File: src/rtl/fifo_framer_pkg.sv
// Shared types and constants for the FIFO write-side framer.
// Holds the FSM state encoding, default delimiter/escape bytes and the stuffing predicate.
package fifo_framer_pkg;

    typedef enum logic [2:0] {
        ST_IDLE     = 3'd0,
        ST_SOF      = 3'd1,
        ST_DATA     = 3'd2,
        ST_ESC2     = 3'd3,
        ST_CHK      = 3'd4,
        ST_CHK_ESC2 = 3'd5,
        ST_EOF      = 3'd6
    } state_t;

    localparam logic [7:0] DEF_SOF_BYTE = 8'h7E;
    localparam logic [7:0] DEF_ESC_BYTE = 8'h7D;
    localparam logic [7:0] DEF_ESC_XOR  = 8'h20;

    // A byte needs stuffing when it collides with either control byte.
    function automatic logic is_special(input logic [7:0] b,
                                        input logic [7:0] sof,
                                        input logic [7:0] esc);
        return (b == sof) || (b == esc);
    endfunction

endpackage

File: src/rtl/fifo_wr_framer.sv
// Write-side framer: SOF, stuffed payload, stuffed XOR checksum, EOF into an async FIFO.
// Optional FIFO_WR_GUARD_EN limits writes to one every two cycles to cover the stale full flag.
//
// state    | meaning
// ---------+-----------------------------------------------
// IDLE     | no frame open, waiting for s_valid
// SOF      | writing the start delimiter
// DATA     | accepting payload, writing byte or escape prefix
// ESC2     | writing the escaped payload byte held from DATA
// CHK      | writing checksum or its escape prefix
// CHK_ESC2 | writing the escaped checksum byte
// EOF      | writing the end delimiter, bumping frame_cnt
module fifo_wr_framer
    import fifo_framer_pkg::*;
#(
    parameter logic [7:0] SOF_BYTE  = DEF_SOF_BYTE,
    parameter logic [7:0] ESC_BYTE  = DEF_ESC_BYTE,
    parameter logic [7:0] ESC_XOR   = DEF_ESC_XOR,
    parameter int         CNT_WIDTH = 16
) (
    input  logic                 wr_clk,
    input  logic                 rst,
    input  logic                 s_valid,
    output logic                 s_ready,
    input  logic [7:0]           s_data,
    input  logic                 s_last,
    output logic                 fifo_wr_en,
    output logic [7:0]           fifo_data,
    input  logic                 fifo_full,
    output logic [CNT_WIDTH-1:0] frame_cnt,
    output logic                 busy
);

    state_t                 state_q;
    state_t                 state_d;
    logic [7:0]             chk_q;
    logic [7:0]             hold_data_q;
    logic                   hold_last_q;
    logic [CNT_WIDTH-1:0]   frame_cnt_q;

    logic                   guard;
    logic                   slot;
    logic                   emits;
    logic [7:0]             emit_data;
    logic                   accept;
    logic                   data_special;
    logic                   chk_special;

`ifdef FIFO_WR_GUARD_EN
    logic guard_q;

    always_ff @(posedge wr_clk or posedge rst) begin
        if (rst) begin
            guard_q <= 1'b0;
        end else begin
            guard_q <= fifo_wr_en;
        end
    end

    assign guard = guard_q;
`else
    assign guard = 1'b0;
`endif

    assign slot         = !fifo_full && !guard;
    assign data_special = is_special(s_data, SOF_BYTE, ESC_BYTE);
    assign chk_special  = is_special(chk_q, SOF_BYTE, ESC_BYTE);
    assign accept       = (state_q == ST_DATA) && s_valid && slot;

    always_ff @(posedge wr_clk or posedge rst) begin
        if (rst) begin
            state_q <= ST_IDLE;
        end else begin
            state_q <= state_d;
        end
    end

    always_comb begin
        state_d = state_q;
        case (state_q)
            ST_IDLE: begin
                if (s_valid) begin
                    state_d = ST_SOF;
                end
            end
            ST_SOF: begin
                if (slot) begin
                    state_d = ST_DATA;
                end
            end
            ST_DATA: begin
                if (accept) begin
                    if (data_special) begin
                        state_d = ST_ESC2;
                    end else if (s_last) begin
                        state_d = ST_CHK;
                    end
                end
            end
            ST_ESC2: begin
                if (slot) begin
                    state_d = hold_last_q ? ST_CHK : ST_DATA;
                end
            end
            ST_CHK: begin
                if (slot) begin
                    state_d = chk_special ? ST_CHK_ESC2 : ST_EOF;
                end
            end
            ST_CHK_ESC2: begin
                if (slot) begin
                    state_d = ST_EOF;
                end
            end
            ST_EOF: begin
                if (slot) begin
                    state_d = ST_IDLE;
                end
            end
            default: state_d = ST_IDLE;
        endcase
    end

    always_comb begin
        emits     = 1'b0;
        emit_data = 8'h00;
        s_ready   = 1'b0;
        case (state_q)
            ST_SOF: begin
                emits     = 1'b1;
                emit_data = SOF_BYTE;
            end
            ST_DATA: begin
                s_ready   = slot;
                emits     = s_valid;
                emit_data = data_special ? ESC_BYTE : s_data;
            end
            ST_ESC2: begin
                emits     = 1'b1;
                emit_data = hold_data_q;
            end
            ST_CHK: begin
                emits     = 1'b1;
                emit_data = chk_special ? ESC_BYTE : chk_q;
            end
            ST_CHK_ESC2: begin
                emits     = 1'b1;
                emit_data = chk_q ^ ESC_XOR;
            end
            ST_EOF: begin
                emits     = 1'b1;
                emit_data = SOF_BYTE;
            end
            default: begin
                emits     = 1'b0;
                emit_data = 8'h00;
            end
        endcase
    end

    assign fifo_wr_en = emits && slot;
    assign fifo_data  = fifo_wr_en ? emit_data : 8'h00;
    assign busy       = (state_q != ST_IDLE);
    assign frame_cnt  = frame_cnt_q;

    // Checksum covers raw payload bytes; it is cleared while idle so every frame starts fresh.
    always_ff @(posedge wr_clk or posedge rst) begin
        if (rst) begin
            chk_q       <= 8'h00;
            hold_data_q <= 8'h00;
            hold_last_q <= 1'b0;
        end else begin
            if (state_q == ST_IDLE) begin
                chk_q <= 8'h00;
            end else if (accept) begin
                chk_q <= chk_q ^ s_data;
            end
            if (accept && data_special) begin
                hold_data_q <= s_data ^ ESC_XOR;
                hold_last_q <= s_last;
            end
        end
    end

    always_ff @(posedge wr_clk or posedge rst) begin
        if (rst) begin
            frame_cnt_q <= '0;
        end else if (state_q == ST_EOF && slot) begin
            frame_cnt_q <= frame_cnt_q + CNT_WIDTH'(1);
        end
    end

endmodule

File: config.mk
export PLATFORM = sky130hd
export DESIGN_NAME = fifo_wr_framer
export DESIGN_NICKNAME = d
export VERILOG_FILES = /design/src/rtl/fifo_framer_pkg.sv /design/src/rtl/fifo_wr_framer.sv
export SDC_FILE = /design/constraint.sdc
export NUM_CORES = 1
export LEC_CHECK = 0
export ABC_AREA = 1
export CAP_MARGIN = 20
export CORE_MARGIN = 2
export CORE_UTILIZATION = 58
export CTS_BUF_LIST = sky130_fd_sc_hd__clkbuf_4
export DETAILED_ROUTE_END_ITERATION = 7
export PLACE_DENSITY = 0.85
export SETUP_SLACK_MARGIN = 0.2
export SLEW_MARGIN = 20
export SYNTH_ARGS = -nofsm -noshare
export SYNTH_HDL_FRONTEND = slang
export SYNTH_SLANG_ARGS = --single-unit
File: constraint.sdc
create_clock -name wr_clk -period 4.25 [get_ports wr_clk]
set_clock_uncertainty 0.2 [all_clocks]
set_input_delay 0.85 -clock wr_clk [delete_from_list [all_inputs] [get_ports wr_clk]]
set_output_delay 0.85 -clock wr_clk [all_outputs]
set_load 0.01 [all_outputs]
### Word-level counts from Yosys, hierarchy flattened

Cells that the tools add are included.

* input port bits: 13
* register bits after elaboration: 36

* add/subtract/negate cells: 1
* bitwise operators: 3
* equal/unequal tests: 18
* reductions and logical operators: 14
* mux-type cells: 20

Operators with widths (number)
* two-way mux 8 bit: 5
* one-hot mux 8 bit (5 select lines): 1
* equality test 8 x 7 -> 1 bit, second input constant: 4
* two-way mux 3 bit: 10
* one-hot mux 3 bit (7 select lines): 1
* adder 16 x 1 -> 16 bit, second input constant: 1
* inequality test 2 bit, second input constant: 7
* equality test 3 bit, second input constant: 3
* AND reduction 8 bit: 1
* bitwise XOR 8 bit: 1
* equality test 3 x 2 -> 1 bit, second input constant: 2
* logical AND 1 bit: 5
* OR reduction 5 bit: 1
* equality test 3 x 1 -> 1 bit, second input constant: 1
* zero test 3 bit: 1
* inequality test 3 bit, second input constant: 1
* nonzero test 3 bit: 1
* logical OR 1 bit: 2
* two-way mux 2 bit: 1
* inverter 1 bit: 2
* one-hot mux 1 bit (2 select lines): 1
* nonzero test 2 bit: 1
* OR reduction 2 bit: 1
* zero test 1 bit: 1
* two-way mux 1 bit: 1

### Longest topological paths before layout

* depth after elaboration: 5
* gate-level depth with buffers: 10

### Worst setup path after synthesis

Ideal clock, no wire load.

* path type: input-to-output
* start point: in s_data[0]
* end point: out fifo_data[1]
* data arrival time: 1551 ps
* stages: 8
* path slack: 1649 ps
* cells stage by stage: inv_1 nand2_1 nand2_1 nand3_1 nand3_1 nand2_1 inv_1 a21oi_1

* longest elaborated chain between the ends: 5
* elaborated cells on any way between the ends: 6
* those cells by class: eq/ne: 2; mux: 3; reduce/logical: 1

Ends and longest elaborated chain
* from (decl): RTL line fifo_wr_framer.sv:25 `input logic [7:0] s_data,`
* equality test 8 x 7 -> 1 bit: RTL line fifo_framer_pkg.sv:23 `return (b == sof) || (b == esc);`
* logical OR 1 bit *: RTL line fifo_framer_pkg.sv:23
* two-way mux 8 bit *: RTL line fifo_wr_framer.sv:136 `emit_data = data_special ? ESC_BYTE : s_data;`
* one-hot mux 8 bit (5 select lines) *: RTL line fifo_wr_framer.sv:128 `case (state_q)`
* two-way mux 8 bit *: RTL line fifo_wr_framer.sv:162 `assign fifo_data = fifo_wr_en ? emit_data : 8'h00;`
* to (decl): RTL line fifo_wr_framer.sv:28 `output logic [7:0] fifo_data,`

Mark *: on every way between the ends. The rest lies on a longest branch, timed or not.

### Worst setup path in the final report

* start point: in s_valid
* end point: out fifo_data[2]

* longest elaborated chain between the ends: 3

Ends and longest elaborated chain
* from (decl): RTL line fifo_wr_framer.sv:23 `input logic s_valid,`
* one-hot mux 1 bit (2 select lines): RTL line fifo_wr_framer.sv:128
* logical AND 1 bit: RTL line fifo_wr_framer.sv:161 `assign fifo_wr_en = emits && slot;`
* two-way mux 8 bit: RTL line fifo_wr_framer.sv:162

Every way passes these cells.

==> impl_metrics.toml <==
[status]
status = "complete, no violations"

[drt]
drt_iter0_markers = 208
drcViolationCount = 0
vias = 1978
drtAntennaViolNets = 0
drt_pass1_iterations = 4
vias_per_cell = 5.32
wl_mm = 5.04
wl_per_cell_um = 13.6

[setup_path]
cp-start-kind = "input pin"
crit_buf_inv = 3
criticalPathCategory = "in -> out"
cp.arrival_ps = 2740
slowest_delay_ps = 560
endpoint_kind = "output pin"
required_ps = 3200
r2r_slack_ps = 2120
crit_chain = "clkdlybuf4s50_1 > inv_1 > o21ai_0 > nand3b_1 > a31oi_1 > clkdlybuf4s50_1"
cp_max_fo = 8
cp_common_cell = "clkdlybuf4s50_1"
worstReg2RegEnd = "chk_q[4]"
worstRegToRegCells = 6
worstReg2RegStart = "state_q[0]"
crit_family = "buffers and inverters"
slowest_stage = "clkdlybuf4s50_1"

[grt]
grt_pass1_vias = 1939
antenna_found_initial = 0
grt_max_degree = 27
grt_pass1_wl_mm = 8.68
grt_use_total_pct = 27.8
grt_overflow = 0

[power]
p_switching_uw = 457
p_seq_share_pct = 39.0
p_sw_share_pct = 39.7
ir_drop_mv = 0.283
power_frac_comb_pct = 40.1
p_leak_uw = 0.00122
p_clk_share_pct = 20.9
total_power_uw = 1150
p_int_uw = 695
power_per_cell_area_nw_per_um2 = 446

[synth]
synth_edf_count = 0
synth_fp_nets = 294
synth_area_sq_um = 2070
synth_cell_types = 24
ys_seq_area_share_pct = 43.5
synthArstFlopShare_pct = 100
ys.flop_type = "dfrtp_1"
syn_avg_cell_area_sq_um = 7.40
syn_inst = 280
yosys_warnings = 0
ys_seq_elements = 36

[clock_tree]
path_clk_slew_ps = 100
cts_resized = 0
ctsHoldBuffers = 0
htree_levels = 2
cts_max_path_buffers = 2
clockRootBuffer = "clkbuf_4"
cts.sinks = 36
cts_buffers = 5
postCtsSetupRepairBufs = 0
cts_tree = "built"
clock_latency_ps = 360

[sta]
max_slew_margin_pct = 48.3
fin_crit_sh_pct = 89.2
setup_tns_ps = 0
fin_ws_ps = 460
hold_violations = 0
post-route-min-period_ps = 3790
fmax_mhz = 264
setup_viol = 0
tightest_slew_ps = 772
finalMaxSlewViolations = 0
rsz0062_at_grt = "no"

[place]
post_dp_cell_area_sq_um = 2510
port_buffers = 39
place.gp.congestion = 0.912
dp_slack_ps = 448
detailed_place_hpwl_mm = 3.71

[run]
cap_viol_max_count = 0

[worst_hold_path]
hold_path_class = "reg -> reg"
min_from = "hold_data_q[6]"
holdPathEnd = "hold_data_q[6]"
min_path_cells = 1

[final_layout]
fin_area_sq_um = 2590
antenna_cells = 0
drive_gt1_share_pct = 7.06
nFillCells = 262
nets = 339
area.growth.synth_to_final_pct = 24.8

[floorplan]
die_w_um = 63.8
die_h_um = 63.8
core_area_sq_um = 3390
rows = 21
initial_core_util_pct = 61.1
ios = 40
die_area_sq_um = 4070
## cell usage in the layout (no fill, tap or decap), types with 4 or more instances in the layout
cell type / synthesis / layout
nand2_1: 79 / 79
inv_1: 40 / 40
nand2_2: 4 / 4
o21ai_0: 11 / 11
clkdlybuf4s50_1: 0 / 39
xor2_1: 9 / 9
or2_2: 4 / 4
nand3_1: 16 / 16
clkbuf_4: 0 / 5
nor3_1: 8 / 8
nor2_2: 4 / 4
a21oi_1: 18 / 18
dfrtp_1: 36 / 36
nand4_1: 9 / 9
a31oi_1: 5 / 5
nor2_1: 21 / 21
## synthesized netlist by cell type (3+ instances only)
library cell / n / area share (%)
a21oi_1: 18 / 4.3
a31oi_1: 5 / 1.5
dfrtp_1: 36 / 43
inv_1: 40 / 7.2
nand2_1: 79 / 14
nand2_2: 4 / 1.2
nand3_1: 16 / 3.9
nand3b_1: 3 / 1.1
nand4_1: 9 / 2.7
nor2_1: 21 / 3.8
nor2_2: 4 / 1.2
nor3_1: 8 / 1.9
o21ai_0: 11 / 2.7
or2_2: 4 / 1.2
xnor2_1: 3 / 1.3
xor2_1: 9 / 3.8
## flip-flops by register name (all words and copies together) (netlist names)
| name | count |
|---|---|
| hold_data_q | 8 |
| chk_q | 8 |
| state_q | 3 |
| frame_cnt | 16 |
| hold_last_q | 1 |
## per-stage QoR
step	cells	util (%)	hold WS, ps
CTS	372	76.3	280
detailed placement	364	74.1	254
global route	372	76.3	303
floorplan	280	-	240
finish	372	76.3	276
global placement	364	74.1	250
## power by group through the flow
| stage | combinational (uW) | clock, uW | sequential, uW |
|---|---|---|---|
| after floorplan | 291 | 0 | 441 |
| after global placement | 454 | 0 | 452 |
| after detailed placement | 461 | 0 | 454 |
| after CTS | 463 | 244 | 447 |
| after global routing | 516 | 257 | 457 |
| final | 463 | 241 | 450 |
## logic make-up (layout without fill, tap and decap cells)
| kind of cell | after synthesis | in the layout | synth area share, % |
|---|---|---|---|
| xor+xnor | 12 | 12 | 5.07 |
| compound gates | 35 | 35 | 8.88 |
| simple gates | 153 | 153 | 33.8 |
| fa+ha+maj | 1 | 1 | 0.604 |
| flops | 36 | 36 | 43.5 |
| buf+inv | 43 | 89 | 8.21 |
## per-layer routing
metal,wire [um],global-route usage (%)
met5,0,0
met4,57,10.3
met2,2530,47.0
met1,2120,34.6
met3,336,6.87
## worst max-delay path by stage
stage | slack [ps] | startpoint | to | cells past startpoint
2_1_floorplan | 1650 | s_data[0] | fifo_data[1] | 8
3_3_place_gp | 530 | s_data[0] | fifo_data[1] | 10
4_1_cts | 450 | s_valid | fifo_data[2] | 6
6_report | 460 | s_valid | fifo_data[2] | 6
3_5_place_dp | 450 | s_valid | fifo_data[5] | 6
5_1_grt | 280 | s_valid | fifo_data[5] | 6
## area by class of cell
class / instances / area [sq um] / area share, %
clock buffer: 5 / 37.5 / 1.45
clock inverter: 3 / 37.5 / 1.45
inverter: 41 / 154 / 5.95
multi-input combinational: 201 / 1000 / 38.7
sequential: 36 / 901 / 34.8
tap: 46 / 57.6 / 2.23
timing repair buffer: 40 / 398 / 15.4
(Power assumes the default switching activity.)
